[config.mk]
export PLATFORM = sky130hd
export DESIGN_NAME = fifo_read_ctrl
export DESIGN_NICKNAME = d
export VERILOG_FILES = /design/src/rtl/fifo_read_ctrl.sv
export SDC_FILE = /design/constraint.sdc
export NUM_CORES = 1
export LEC_CHECK = 0
export CORE_ASPECT_RATIO = 1.25
export CORE_MARGIN = 10
export CORE_UTILIZATION = 36
export DETAILED_ROUTE_END_ITERATION = 12
export GPL_TIMING_DRIVEN = 0
export PLACE_DENSITY_LB_ADDON = 0.2
export SETUP_SLACK_MARGIN = 0.4
export SLEW_MARGIN = 20
export SYNTH_ARGS = -nofsm -noshare
export SYNTH_HDL_FRONTEND = slang
export SYNTH_SLANG_ARGS = --single-unit
export TNS_END_PERCENT = 1
[constraint.sdc]
create_clock -name clk -period 2.85 [get_ports clk]
set_clock_uncertainty 0.1 [all_clocks]
set_input_delay 0.57 -clock clk [delete_from_list [all_inputs] [get_ports clk]]
set_output_delay 0.57 -clock clk [all_outputs]
set_load 0.03 [all_outputs]
[src/rtl/fifo_read_ctrl.sv]
// Read-side controller for the dual-port FIFO memory: read pointer, occupancy
// tracking from writer strobes, and a registered valid/ready output stage.
module fifo_read_ctrl #(
  parameter int DW = 4,
  parameter int AW = 3
) (
  input  logic          clk,
  input  logic          rst,
  input  logic          clr,
  input  logic          we_dual,
  input  logic [DW-1:0] dout_dual,
  output logic [AW-1:0] addr_rd,
  output logic [DW-1:0] out_data,
  output logic          out_valid,
  input  logic          out_ready,
  output logic [AW:0]   count,
  output logic          dual_empty,
  output logic          dual_full,
  output logic          overflow
);

  localparam logic [AW:0] DEPTH = (AW+1)'(2**AW);

  logic          wr_acc;
  logic          fetch;
  logic [AW:0]   count_next;

  always_comb begin
    dual_empty = (count == '0);
    dual_full  = (count == DEPTH);
    wr_acc     = we_dual & ~dual_full;
    // A word written this cycle is not yet fetchable: fetch only sees registered count.
    fetch      = ~dual_empty & (~out_valid | out_ready);
    count_next = count + {{AW{1'b0}}, wr_acc} - {{AW{1'b0}}, fetch};
  end

  always_ff @(posedge clk or negedge rst) begin
    if (!rst) begin
      addr_rd   <= '0;
      count     <= '0;
      out_valid <= 1'b0;
      out_data  <= '0;
      overflow  <= 1'b0;
    end else if (clr) begin
      addr_rd   <= '0;
      count     <= '0;
      out_valid <= 1'b0;
      out_data  <= '0;
      overflow  <= 1'b0;
    end else begin
      count <= count_next;
      if (we_dual && dual_full)
        overflow <= 1'b1;
      if (fetch) begin
        out_data  <= dout_dual;
        out_valid <= 1'b1;
        addr_rd   <= addr_rd + 1'b1;
      end else if (out_valid && out_ready) begin
        out_valid <= 1'b0;
      end
    end
  end

endmodule

==> summary.md <==
| Metric | Value |
|---|---|
| Status | completed |
| HPWL after detailed placement | 1.309 mm |
| Total negative slack for setup checks | 0 ns |
| Wire length of the first global-routing pass | 2.891 mm |
| Slew at the pin with the worst max-slew slack | around 0.59 ns |
| Cell area after layout | 1017 µm² |
| Max-capacitance violation count | 0 |
| Hold/Removal Path Class | flip-flop to flip-flop |
| Clock tree from TritonCTS | yes |
| Antenna violations before repair | 0 |
| Setup Slack @ Placement | about 0.3 ns |
| Fraction of the cycle the final worst path needs | between 70% and 80% |
| Slew HR | 60.45% |
| Overall die area | 4183 µm² |
| Initial DRT Pass Iterations | 3 |
| Root cell of the clock tree | clkbuf_4 |
| Number of nets with antenna violations after detailed routing | 0 |
| Total DRC errors in the routed layout | 0 |
| Post-synthesis sequential element count | 13 |
| CTS H-Tree Depth | 1 |
| Mapped Area | just over 700 µm² |
| Startpoint types | flip-flop |
| Shortest period the worst path allows | about 2.2 ns |
| Gr ovfl total | 0 |
| Routed via count divided by cell count | ~5.1 |
| Total power consumption of the routed design | about 1.1 mW |
| Floorplan die height | 69.85 µm |
| Nature of the critical path endpoint | output pin |
| Effective utilization at floorplan | 36.95% |
| Pwr dens | about 1100 nW/µm² |
| Post-Synthesis Cells | just under 70 |
| Final wirelength | around 1.6 mm |
| Syn_nets | 85 |
| Warning count from the yosys run | 0 |
| Cell taking the most area after synthesis | dfrtp_1 |
| Share of post-route cells with drive strength above 1 | between 10% and 20% |
| Number of DRC markers in iteration 0 | 4 |
| Cell types occupying the most area after synthesis | dfrtp_1 (45%), ha_1 (10%), a21oi_1 (7.7%) |
| Number of nets in the finished design | 115 |
| Post-synthesis cell type count | 22 |
| Routability Congestion | about 0.75 |
| Sequential area share after synthesis | 45.45% |
| Unrepaired setup endpoints after global routing | no |
| Largest voltage drop on the vdd net | roughly 0.00043 V |
| Portion of synthesized cell area occupied by the leading cell type | about 45% |
| Final critical-path setup slack | 0.6156 ns |
| Wire length per cell | 13.91 µm |
| Number of CTS-inserted buffers | 3 |
| CTS clock-pin slew for the worst setup and hold paths | ~0.080 ns |
| CP max FO | 10 |
| Commonest cells after routing, fill and taps aside | clkdlybuf4s50_1 (21), dfrtp_1 (13), a21oi_1 (11) |
| Core Region | between 1500 and 2000 µm² |
| Clk buf depth | 2 |
| Timing-limited maximum frequency | around 0.45 GHz |
| Number of buffers inserted by port buffering | 23 |
| Clock sink total | 13 |
| Number of rows in the core area | 18 |
| Instance area after placement | between 900 and 1000 µm² |
| Average size of a mapped cell | 10.37 µm² |
| Final-layout worst hold slack | ~0.42 ns |
| X dimension of the die | 59.88 µm |
| Required @ worst endpoint | ~2.2 ns |
| Number of pins exceeding their max-slew limit in the final report | 0 |
| Synth-to-Final Area Change | 42.13% |
| Data arrival time of the critical path | about 1.6 ns |
| Final Hold Vio Count | 0 |
| Final setup violating endpoints | 0 |
| I/O pin total | 24 |
| Leading cell type in the layout, fill and taps excluded | clkdlybuf4s50_1 |
| Vias in the first global route | 649 |
| Vias after detailed routing | 600 |
| Global-route usage over all layers | roughly 8.7% |
| Leakage Power | approximately 0.44 nW |
| Final antenna diode count | 0 |
| Path type of the worst setup path | flip-flop to output pin |
| Largest net degree at the start of global routing | 14 |
| Clock insertion delay at the later pin of the skew report | about 0.27 ns |
[state kept, by name, indices dropped and copies added (netlist names)]
signal / count
count: 4
out_data: 4
overflow: 1
addr_rd: 3
out_valid: 1
[final timing paths]
kind                          start          to  slack [ns]  cells after the start
min in group asynchronous       rst  addr_rd[1]        0.57                      1
min                        overflow    overflow        0.42                      2
min reg2reg                overflow    overflow        0.42                      2
max                        count[2]  dual_empty        0.62                      5
max reg2reg                count[2]    count[2]        0.68                      9
max in group asynchronous       rst   out_valid        1.70                      1
[Yosys cell counts]
master and n:
a21oi_1 11, a31o_2 1, buf_4 1, buf_6 1, clkbuf_1 1, dfrtp_1 13
fa_1 1, ha_1 6, inv_1 4, nand2_1 1, nand2b_1 3, nand3_1 1
nand3b_1 5, nor2_1 4, nor2b_1 3, nor3b_1 1, nor3b_4 1, o21ai_0 6
o31ai_1 1, or3_1 1, or4_1 1, xnor2_1 2
[per-stage QoR]
stage | cells | utilization (%)
2_1_floorplan | 69 | -
6_report | 118 | 52.52
3_3_place_gp | 112 | 50.71
3_5_place_dp | 112 | 50.71
4_1_cts | 116 | 52.07
5_1_grt | 118 | 52.52
[cell type report]
type	count	area (µm²)
plain buffers	3	22.52
repair buffers	25	239.0
multi-input cells	49	364.1
fillers	186	919.6
clock buffers	4	26.28
well taps	20	25.02
inverters	4	15.01
flip-flops and latches	13	325.3
[repair_timing]
item | CTS | global route
hold buffers | 0 | 0
endpoints found under the hold margin | 0 | 0
resized for setup | 4 | 2
buffers inserted | 0 | 2
gates cloned | 0 | 0
setup endpoints to repair | 2 | 2
[cell families after synthesis]
| kind of cell | after synthesis | synth area share (%) |
|---|---|---|
| buffers and inverters | 7 | 5.244 |
| xor gates and xnor gates | 2 | 2.448 |
| DFF | 13 | 45.45 |
| adders and majority gates | 7 | 13.29 |
| and+or+nand+nor | 21 | 19.41 |
| AOI/OAI and AO/OA | 19 | 14.16 |
[power by group]
part / total (mW) / internal (mW) / switching, mW
logic: 0.688 / 0.325 / 0.363
registers: 0.297 / 0.244 / 0.0535
clock network: 0.114 / 0.0541 / 0.0597
total: 1.10 / 0.622 / 0.476
[worst max-delay path, cell delays in order (launching register included)]
cell,delay (ns)
dfrtp_1,0.39
inv_1,0.11
ha_1,0.15
nor3b_4,0.24
buf_4,0.20
buf_2,0.20
[per-layer routing]
layer,share of wire [%],global-route usage [%],up-vias
li1,-,-,297
met1,38,9.014,282
met2,51,14.11,16
met3,9.5,3.617,5
met4,2.1,4.500,0
met5,0,0,-
(Power assumes the default switching activity.)
